===== src/rtl/timekeep_if.sv =====
// Control pulses/levels into the timekeeper and the time fields and tick strobes back out.
// Latency and backpressure: none; this is just wiring.
interface timekeep_if #(
    parameter int TICK_HZ  = 100,
    parameter int SEC_MOD  = 60,
    parameter int HOUR_MOD = 24
);
    logic                        run;
    logic                        clear;
    logic                        dir;
    logic                        i_sec;
    logic                        i_min;
    logic                        i_hour;
    logic [$clog2(TICK_HZ)-1:0]  csec;
    logic [$clog2(SEC_MOD)-1:0]  sec;
    logic [$clog2(SEC_MOD)-1:0]  min;
    logic [$clog2(HOUR_MOD)-1:0] hour;
    logic                        tick_base;
    logic                        tick_1s;
    logic                        done;

    modport master (
        output run, clear, dir, i_sec, i_min, i_hour,
        input  csec, sec, min, hour, tick_base, tick_1s, done
    );

    modport slave (
        input  run, clear, dir, i_sec, i_min, i_hour,
        output csec, sec, min, hour, tick_base, tick_1s, done
    );
endinterface


===== src/rtl/timekeep_core.sv =====
// Clock/stopwatch/timer: prescaled tick drives an up/down csec-sec-min-hour cascade; fields update one edge after a tick.
// Backpressure: none; run gates the prescaler, done freezes it after a down-count reaches zero.
module timekeep_core #(
    parameter int CLK_HZ    = 100_000_000,
    parameter int TICK_HZ   = 100,
    parameter int SEC_MOD   = 60,
    parameter int HOUR_MOD  = 24,
    parameter int HOUR_INIT = 12
) (
    input  logic       clk,
    input  logic       reset,
    timekeep_if.slave  bus
);
    localparam int DIV = CLK_HZ / TICK_HZ;
    localparam int PW  = (DIV > 1) ? $clog2(DIV) : 1;
    localparam int CW  = $clog2(TICK_HZ);
    localparam int SW  = $clog2(SEC_MOD);
    localparam int HW  = $clog2(HOUR_MOD);

    if (DIV < 2) begin : g_bad_div
        $error("timekeep_core: CLK_HZ/TICK_HZ must be at least 2");
    end
    if (HOUR_INIT >= HOUR_MOD) begin : g_bad_init
        $error("timekeep_core: HOUR_INIT must be below HOUR_MOD");
    end

    logic [PW-1:0] pre_cnt;
    logic [CW-1:0] csec_q, csec_n;
    logic [SW-1:0] sec_q, sec_n;
    logic [SW-1:0] min_q, min_n;
    logic [HW-1:0] hour_q, hour_n;
    logic          done_q;

    logic adv, tick, all_zero;
    logic c_edge, s_edge, m_edge;

    assign adv      = bus.run && !done_q;
    assign tick     = adv && (pre_cnt == PW'(DIV - 1)) && !bus.clear;
    assign all_zero = (csec_q == '0) && (sec_q == '0) && (min_q == '0) && (hour_q == '0);

    // A field "edge" is the value that wraps (up) or borrows (down) on the next step.
    assign c_edge = bus.dir ? (csec_q == '0) : (csec_q == CW'(TICK_HZ - 1));
    assign s_edge = bus.dir ? (sec_q  == '0) : (sec_q  == SW'(SEC_MOD - 1));
    assign m_edge = bus.dir ? (min_q  == '0) : (min_q  == SW'(SEC_MOD - 1));

    always_comb begin
        csec_n = csec_q;
        sec_n  = sec_q;
        min_n  = min_q;
        hour_n = hour_q;
        if (bus.dir) begin
            csec_n = c_edge ? CW'(TICK_HZ - 1) : csec_q - CW'(1);
            if (c_edge)
                sec_n = s_edge ? SW'(SEC_MOD - 1) : sec_q - SW'(1);
            if (c_edge && s_edge)
                min_n = m_edge ? SW'(SEC_MOD - 1) : min_q - SW'(1);
            if (c_edge && s_edge && m_edge)
                hour_n = (hour_q == '0) ? HW'(HOUR_MOD - 1) : hour_q - HW'(1);
        end else begin
            csec_n = c_edge ? '0 : csec_q + CW'(1);
            if (c_edge)
                sec_n = s_edge ? '0 : sec_q + SW'(1);
            if (c_edge && s_edge)
                min_n = m_edge ? '0 : min_q + SW'(1);
            if (c_edge && s_edge && m_edge)
                hour_n = (hour_q == HW'(HOUR_MOD - 1)) ? '0 : hour_q + HW'(1);
        end
    end

    always_ff @(posedge clk or posedge reset) begin
        if (reset) begin
            pre_cnt <= '0;
            csec_q  <= '0;
            sec_q   <= '0;
            min_q   <= '0;
            hour_q  <= HW'(HOUR_INIT);
            done_q  <= 1'b0;
        end else if (bus.clear) begin
            pre_cnt <= '0;
            csec_q  <= '0;
            sec_q   <= '0;
            min_q   <= '0;
            hour_q  <= HW'(HOUR_INIT);
            done_q  <= 1'b0;
        end else begin
            // Sets only apply while stopped, so they never collide with a tick.
            if (!bus.run) begin
                if (bus.i_sec)
                    sec_q <= (sec_q == SW'(SEC_MOD - 1)) ? '0 : sec_q + SW'(1);
                if (bus.i_min)
                    min_q <= (min_q == SW'(SEC_MOD - 1)) ? '0 : min_q + SW'(1);
                if (bus.i_hour)
                    hour_q <= (hour_q == HW'(HOUR_MOD - 1)) ? '0 : hour_q + HW'(1);
            end else if (tick) begin
                if (bus.dir && all_zero) begin
                    done_q <= 1'b1;
                end else begin
                    csec_q <= csec_n;
                    sec_q  <= sec_n;
                    min_q  <= min_n;
                    hour_q <= hour_n;
                end
            end
            if (adv)
                pre_cnt <= (pre_cnt == PW'(DIV - 1)) ? '0 : pre_cnt + PW'(1);
        end
    end

    assign bus.csec      = csec_q;
    assign bus.sec       = sec_q;
    assign bus.min       = min_q;
    assign bus.hour      = hour_q;
    assign bus.done      = done_q;
    assign bus.tick_base = tick;
    assign bus.tick_1s   = tick && c_edge && !(bus.dir && all_zero);
endmodule


===== src/flat_wrapper.sv =====
// flat-port wrapper written by rule: the top's interface ports become plain ports
module timekeep_core_flat 
#(
    parameter int CLK_HZ    = 100_000_000,
    parameter int TICK_HZ   = 100,
    parameter int SEC_MOD   = 60,
    parameter int HOUR_MOD  = 24,
    parameter int HOUR_INIT = 12
)
  (clk, reset, bus_run, bus_clear, bus_dir, bus_i_sec, bus_i_min, bus_i_hour, bus_csec, bus_sec, bus_min, bus_hour, bus_tick_base, bus_tick_1s, bus_done);
  timekeep_if #(.TICK_HZ(TICK_HZ), .SEC_MOD(SEC_MOD), .HOUR_MOD(HOUR_MOD)) bus_i ();
  input  logic clk;
  input  logic reset;
  input wire logic [$bits(bus_i.run)-1:0] bus_run;
  input wire logic [$bits(bus_i.clear)-1:0] bus_clear;
  input wire logic [$bits(bus_i.dir)-1:0] bus_dir;
  input wire logic [$bits(bus_i.i_sec)-1:0] bus_i_sec;
  input wire logic [$bits(bus_i.i_min)-1:0] bus_i_min;
  input wire logic [$bits(bus_i.i_hour)-1:0] bus_i_hour;
  output wire logic [$bits(bus_i.csec)-1:0] bus_csec;
  output wire logic [$bits(bus_i.sec)-1:0] bus_sec;
  output wire logic [$bits(bus_i.min)-1:0] bus_min;
  output wire logic [$bits(bus_i.hour)-1:0] bus_hour;
  output wire logic [$bits(bus_i.tick_base)-1:0] bus_tick_base;
  output wire logic [$bits(bus_i.tick_1s)-1:0] bus_tick_1s;
  output wire logic [$bits(bus_i.done)-1:0] bus_done;
  assign bus_i.run = bus_run;
  assign bus_i.clear = bus_clear;
  assign bus_i.dir = bus_dir;
  assign bus_i.i_sec = bus_i_sec;
  assign bus_i.i_min = bus_i_min;
  assign bus_i.i_hour = bus_i_hour;
  assign bus_csec = bus_i.csec;
  assign bus_sec = bus_i.sec;
  assign bus_min = bus_i.min;
  assign bus_hour = bus_i.hour;
  assign bus_tick_base = bus_i.tick_base;
  assign bus_tick_1s = bus_i.tick_1s;
  assign bus_done = bus_i.done;
  timekeep_core #(.CLK_HZ(CLK_HZ), .TICK_HZ(TICK_HZ), .SEC_MOD(SEC_MOD), .HOUR_MOD(HOUR_MOD), .HOUR_INIT(HOUR_INIT)) u_core (.clk(clk), .reset(reset), .bus(bus_i));
endmodule

===== config.mk =====
export PLATFORM = sky130hd
export DESIGN_NAME = timekeep_core_flat
export DESIGN_NICKNAME = d
export VERILOG_FILES = /design/src/rtl/timekeep_if.sv /design/src/rtl/timekeep_core.sv /design/src/flat_wrapper.sv
export SDC_FILE = /design/constraint.sdc
export NUM_CORES = 1
export LEC_CHECK = 0
export CORE_MARGIN = 8
export CORE_UTILIZATION = 55
export DETAILED_ROUTE_END_ITERATION = 12
export PLACE_DENSITY = 0.86
export SLEW_MARGIN = 20
export SYNTH_ARGS = -nofsm -noshare
export SYNTH_HDL_FRONTEND = slang
export SYNTH_SLANG_ARGS = --single-unit

===== constraint.sdc =====
create_clock -name clk -period 3.15 [get_ports clk]
set_input_delay 0.63 -clock clk [delete_from_list [all_inputs] [get_ports clk]]
set_output_delay 0.63 -clock clk [all_outputs]
set_load 0.01 [all_outputs]

# [Yosys cells after proc, flatten, opt, wreduce, memory -nomap -nowiden]
# Index checks and enable logic that the tools add are counted.
[op_classes] reduce_logical=30 muxes=49 n_addsub=9 n_eq_ne=11
[ops] cell="$mux W6" count=22
[ops] cell="$mux W20" count=3
[ops] cell="$mux W5" count=10
[ops] cell="$mux W7" count=7
[ops] cell="$add A20 B1 Y20 const B" count=1
[ops] cell="$eq A20 B20 Y1 const B" count=1
[ops] cell="$add A6 B1 Y6 const B" count=2
[ops] cell="$eq A6 B6 Y1 const B" count=2
[ops] cell="$logic_not A6 Y1" count=2
[ops] cell="$ne A3 B1 Y1 const B" count=4
[ops] cell="$reduce_and A4 Y1" count=3
[ops] cell="$sub A6 B1 Y6 const B" count=2
[ops] cell="$logic_and A1 B1 Y1" count=11
[ops] cell="$reduce_bool A3 Y1" count=3
[ops] cell="$reduce_bool A2 Y1" count=4
[ops] cell="$add A7 B1 Y7 const B" count=1
[ops] cell="$eq A7 B7 Y1 const B" count=1
[ops] cell="$logic_not A7 Y1" count=1
[ops] cell="$mux W1" count=7
[ops] cell="$sub A7 B1 Y7 const B" count=1
[ops] cell="$reduce_and A3 Y1" count=2
[ops] cell="$add A5 B1 Y5 const B" count=1
[ops] cell="$eq A5 B5 Y1 const B" count=1
[ops] cell="$logic_not A5 Y1" count=1
[ops] cell="4 further kinds" count=6
[totals] reg_bits=45 input_bits=8 word_cells=105

# [Logic depth before layout (Yosys ltp)]
[depth] depth_word=10 depth_mapped=9

# [Least setup slack after synthesis]
# Ideal clock, no wire load.
[synth_timing] path_kind="register to output" startpoint="register u_core.pre_cnt[6]" endpoint="output bus_tick_1s" n_path_buf=0 path_slack_ns=0.411 t_required_ns=2.520 stages_incl_launch_ff=5 t_arrival_ns=2.109 cell_sequence="dfrtp_1 > or4_4 > or4_4 > nor3_1 > nor3b_2"
[synth_via] elab_chain_len=5
[synth_lines] item="start, declared" line_no="timekeep_core.sv:27" rtl="logic [PW-1:0] pre_cnt;"
[synth_lines] item="start signal, assigned" line_no="timekeep_core.sv:105" rtl="pre_cnt <= (pre_cnt == PW'(DIV - 1)) ? '0 : pre_cnt + PW'(1);"
[synth_lines] item="$eq A20 B20 Y1" line_no="timekeep_core.sv:38" rtl="assign tick = adv && (pre_cnt == PW'(DIV - 1)) && !bus.clear;"
[synth_lines] item="$logic_and A1 B1 Y1 (2 in series)" line_no="timekeep_core.sv:38"
[synth_lines] item="named net bus_tick_base" line_no="flat_wrapper.sv:24" rtl="output wire logic [$bits(bus_i.tick_base)-1:0] bus_tick_base;"
[synth_lines] item="$logic_and A1 B1 Y1 (2 in series)" line_no="timekeep_core.sv:115" rtl="assign bus.tick_1s = tick && c_edge && !(bus.dir && all_zero);"
[synth_lines] item="end, declared" line_no="flat_wrapper.sv:25" rtl="output wire logic [$bits(bus_i.tick_1s)-1:0] bus_tick_1s;"
# The timed path passes the listed nets, and every way through them passes these cells.

# [Worst setup path after layout]
[layout_timing] startpoint="register u_core.pre_cnt[6]" endpoint="output bus_tick_1s"
[layout_via] elab_chain_len=5
[layout_lines] item="$eq A20 B20 Y1" line_no="timekeep_core.sv:38"
[layout_lines] item="$logic_and A1 B1 Y1 (2 in series)" line_no="timekeep_core.sv:38"
[layout_lines] item="$logic_and A1 B1 Y1 (2 in series)" line_no="timekeep_core.sv:115"
# Every way passes these cells.

==> impl_results.md <==
* Final hold vios at 0
* Tightest Pin Transition at slightly below 0.8 ns
* Synth top area share at around 33%
* Synth area leaders: dfrtp_1, nand2_1, nor2_1
* Max_cap viols at 0
* Clk slew on worst S/H paths at about 0.10 ns
* Total wire length at slightly below 9000 um
* Internal power at around 1.1 mW
* Worst hold stages at 1
* Die area at ~0.0087 mm2
* Comb pwr share at 35.7%
* TritonCTS Buffers at 5
* Gr ovfl total at 0
* Post-synthesis cell count at slightly below 400
* Clock Path Buffers at 2
* Sequential Power Share at 41.9%
* Clock latency on the worst-skew pair at approximately 0.30 ns
* Rows at 28
* Top FF cell, synth: dfrtp_1
* Syn Nets at 414
* Util after Layout at between 60% and 70%
* Initial antenna violation count at 0
* Buffers added on ports at 34
* Sw Pwr at 610 uW
* Final Wtd Congestion at about 0.95
* Post-synth EDFFs at 0
* Worst Reg2Reg Path Length in Cells at 9
* CTS tree: yes
* Synth area leader: dfrtp_1
* Total number of vias at ~3.3k
* Hold_sp: u_core.pre_cnt[19]
* Critical path type: flip-flop to primary output
* Nets at around 480
* Req. time, crit path at between 2 and 3 ns
* Worst Path Max Fanout at 2
* DR DRC count at 0
* Die Y at between 90 and 100 um
* Slew HR at between 40 and 50%
* Worst Path Arrival at ~2.4 ns
* Worst VDD drop at 0.000281 V
* All-layer global routing usage at about a fifth
* Area Overhead vs Synth at 22.9%
* Minimum clock period after layout at between 2 and 3 ns
* Initial Utilization at between 50% and 60%
* # hold bufs at CTS at 0
* Fin cells at ~530
* Max Fclk at between 0.3 and 0.4 GHz
* Hold crit path type: flip-flop to flip-flop
* Post-Syn Area at 0.00330 mm2
* Pins Over Slew Limit at 0
* Sequential fraction of the synthesis area at 34.2%
* Clock share of power at roughly 22%
* Switch share at about 37%
* Share of layout cells above drive strength 1 at between 10 and 15%
* Avg WL per Cell at between 15 and 20 um
* Vias in the first global route at between 3k and 4k
* Detailed-placement wirelength estimate at about 6400 um
* IO Count at 35
* Via density at around 6.3
* Period utilisation layout at approximately 95%
* Status: completed
* Antenna Diode Count at 0
* Setup violators final at 0
* Clock sinks at 45
* Worst Hold Path EP: u_core.pre_cnt[19]
* FF-to-FF setup slack at between 0.3 and 0.4 ns
* Die Width at 93.5 um
* PD cells at 409 mW/mm2
* Leak pwr at 1.66 nW
* CP endpoint kind: primary output
* Top post-synthesis cells by count: dfrtp_1, nand2_1, nor2_1
* Pre-Repair DR Iteration Count at 5
* Yosys cell types at 70
* Largest net degree at the start of global routing at 46
* Crit path launch type: flip-flop
* FF-to-FF End: u_core.bus.min[3]
* FILL cells at 433
* Most frequent cell after synthesis: dfrtp_1
* Async SR Flop Fraction at between 90% and 100%
* H-tree Lvls at 2
* Detail Route Antenna Nets at 0
* Unrepaired setup endpoints after global routing: false
* Critical R2R Launch: u_core.bus.min[1]
* Synthesis Warnings at 0
* Mean post-synth cell area at roughly 8.3 um2
* Yosys reg bits at 45
* Placed cells at 523
* Worst-case clock skew at between 0.008 and 0.009 ns
* Total core area at roughly 0.0059 mm2
* Detailed Route Iter0 Violations at about 220
* First-pass GRT wire length at about 15000 um
* Root Buffer: clkbuf_8
==> cells by family after synthesis <==
logic type               Yosys count  share of synthesized area, %
AND/OR/NAND/NOR                  166                          26.7
buffers and inverters             39                          4.81
AO/OA/AOI/OAI                    116                          25.0
multiplexers                       5                          1.52
XOR/XNOR                          15                          3.98
flip-flops                        45                          34.2
adder cells (fa/ha/maj)           10                          3.79
==> final cells by class <==
cell class	instances	area (um2)	share of cell area, %
Inverter	21	80.1	1.97
Clock buffer	5	68.8	1.70
Multi-Input combinational cell	312	2040	50.4
Timing Repair Buffer	72	619	15.3
Clock inverter	3	22.5	0.555
Tap cell	75	93.8	2.31
Sequential cell	45	1130	27.8
==> worst max-delay path, cell delays in order, from the launching register on <==
cell,delay (ns)
dfrtp_1,0.39
or4_4,0.54
or4_4,0.53
nor3_4,0.19
nor3b_4,0.25
clkbuf_2,0.17
==> power groups by stage <==
stage               sequential [mW]  clock [mW]  combinational (mW)
floorplan                     0.707           0               0.338
global placement              0.699           0               0.556
detailed placement            0.703           0               0.573
CTS                           0.693       0.375               0.582
global route                  0.704       0.391               0.651
finish                        0.695       0.373               0.592
==> state kept, by name (all words and copies together), names as in the netlist <==
name / flops
u_core.pre_cnt: 20
u_core.bus.sec: 6
u_core.bus.csec: 7
u_core.bus.done: 1
u_core.bus.hour: 5
u_core.bus.min: 6
==> how the worst max path moves through the flow <==
stage	startpoint	endpoint	slack, ns
floorplan	u_core.pre_cnt[6]	bus_tick_1s	0.41
global placement	bus_run	bus_tick_1s	-0.1
CTS	u_core.pre_cnt[6]	bus_tick_1s	0.02
detailed placement	bus_run	bus_tick_1s	-0.14
global route	u_core.pre_cnt[6]	bus_tick_1s	0.06
finish	u_core.pre_cnt[6]	bus_tick_1s	0.15
==> timing repair <==
item,4_1_cts,5_1_grt
pin swaps,0,0
buffers inserted,1,1
resized for setup,5,4
endpoints found under the setup margin,2,1
==> routing by layer <==
layer | routed length [um] | up-vias | track usage, %
li1 | - | 1587 | -
met1 | 3640 | 1579 | 25.1
met4 | 228 | 0 | 8.19
met3 | 543 | 28 | 4.33
met2 | 4330 | 138 | 34.3
met5 | 0 | - | 0
==> cell usage in the layout, fill, tap and decap left out, types with 6 or more instances in the layout <==
master / instances
a21oi_1: 26
a31oi_1: 8
dfrtp_1: 43
buf_4: 38
o21ai_0: 27
o31ai_1: 7
nor2_1: 36
nand3_1: 19
nor3_1: 14
nand2_1: 40
o211ai_1: 6
ha_1: 10
clkdlybuf4s50_1: 32
and3_1: 10
inv_1: 19
xor2_1: 10
nor2b_1: 6
==> metrics by stage <==
step	power (mW)	setup WS (ns)	hold slack (ns)	cell area (um2)	TNS, ns
after floorplan	1.04	0.411	0.453	3300	0
after global placement	1.25	-0.0984	0.483	3930	-0.0984
after detailed placement	1.28	-0.139	0.483	3930	-0.139
after CTS	1.65	0.0233	0.499	4040	0
after global routing	1.75	0.0623	0.534	4060	0
final	1.66	0.150	0.499	4060	0
No activity file was read; power rests on OpenSTA's default activity.
==> variant, RTL diff (same flow settings) <==
`CLK_HZ` is set to 100_000_000 in 2 places; all go to 400_000_000.
--- a/src/rtl/timekeep_core.sv
+++ b/src/rtl/timekeep_core.sv
@@ -2,5 +2,5 @@
 // Backpressure: none; run gates the prescaler, done freezes it after a down-count reaches zero.
 module timekeep_core #(
-    parameter int CLK_HZ    = 100_000_000,
+    parameter int CLK_HZ    = 400_000_000,
     parameter int TICK_HZ   = 100,
     parameter int SEC_MOD   = 60,
--- a/src/flat_wrapper.sv
+++ b/src/flat_wrapper.sv
@@ -2,5 +2,5 @@
 module timekeep_core_flat 
 #(
-    parameter int CLK_HZ    = 100_000_000,
+    parameter int CLK_HZ    = 400_000_000,
     parameter int TICK_HZ   = 100,
     parameter int SEC_MOD   = 60,
Behaviour: same outputs for any inputs over 4 cycles, from zero or initial values and one cycle with reset high; that may be too few to reach the edited logic, so the function may still have changed.
==> variant against the unedited design <==
  * Utilization decreased by 1.6 points
  * Wire length decreased by 2.0%
  * Synthesized area increased by 1.0%
  * Sequential cell count increased by 2
  * Worst setup slack improved by 0.0052 ns
  * Highest routed layer unchanged
  * Synthesized cell count increased by 0.51%
  * Design area decreased by 1.7%
  * Power decreased by 3.4%
  * Final cell count decreased by 1.9%
  * Critical endpoint unchanged
==> variant: results (changes against the unedited design) <==
| Metric | Value |
|---|---|
| Status | `finished clean` |
| Proportion of layout cells with a drive suffix above 1 | `0.1250 (-0.02347)` |
| Hold Slack | `0.5459 ns (+0.04668 ns)` |
| Total clock sinks | `47 (+4.4%)` |
| Synthesis-to-finish area growth | `19.54%` |
| Critical Path Slowest Stage Cell | `dfrtp_1` |
| Total wire length | `8564 µm (-2.0%)` |
| ClkCell Share | `0.02259 (+0.00008177)` |
| Syn Inst Count | `398 (+0.51%)` |
| Place WS | `0.02330 ns (+0.1619 ns)` |
| Leak | `1.580 nW (-4.9%)` |
| DRT Pass-1 Iters | `4 (-1)` |
| Crit share post-route | `0.9506 (-0.001664)` |
| Int Power | `1.053 mW (+0.26%)` |
| P_comb | `0.521 mW (-12%)` |
| Clock buffer cells | `6 (+1)` |
| Reg2reg end | `u_core.bus.hour[0]` |
| Max VDD drop | `0.0003290 V (+17%)` |
| Total number of vias | `3232 (-3.0%)` |
| Gpl congestion | `0.9410 (-0.78%)` |
| Register area | `1179 µm² (+4.4%)` |
| First-pass GRT wire length | `14950 µm (+0.84%)` |
| R2R depth | `7 (-2)` |
| Multi-input gates | `317 (+1.6%)` |
| Crit path max fanout | `6 (+4)` |
| HP Start | `u_core.pre_cnt[1]` |
| Post-CTS setup buffers | `0 (-1)` |
| Worst slew margin | `0.4455 (-0.02444)` |
-- variant: cell count changes after synthesis, moves of 6 or more --
cell	change
xnor2_1	+11
nand2_1	-10
and3_1	-9
nor2_1	+20
nand4_1	+6
o21ai_0	-7
nor3b_1	+6
-- variant: cell families (layout without fill, tap and decap cells) --
family                   Yosys count  count (layout)  synth area share
buffers and inverters             34              84           0.04163
AND/OR/NAND/NOR                  182             182            0.2828
multiplexers                      10              10           0.03526
AO/OA/AOI/OAI                     89              89            0.1812
adder cells (fa/ha/maj)           10              10           0.03751
XOR/XNOR                          26              26           0.06826
flip-flops                        47              47            0.3533
-- variant: layer usage --
metal / routed length, µm / share of wire / vias to the layer above / GRT usage
met5: 0 / 0 / - / 0
met4: 224 / 0.026 / 0 / 0.09379
met2: 4281 / 0.50 / 136 / 0.3448
met1: 3581 / 0.42 / 1524 / 0.2542
li1: - / - / 1548 / -
met3: 477 / 0.056 / 24 / 0.03517
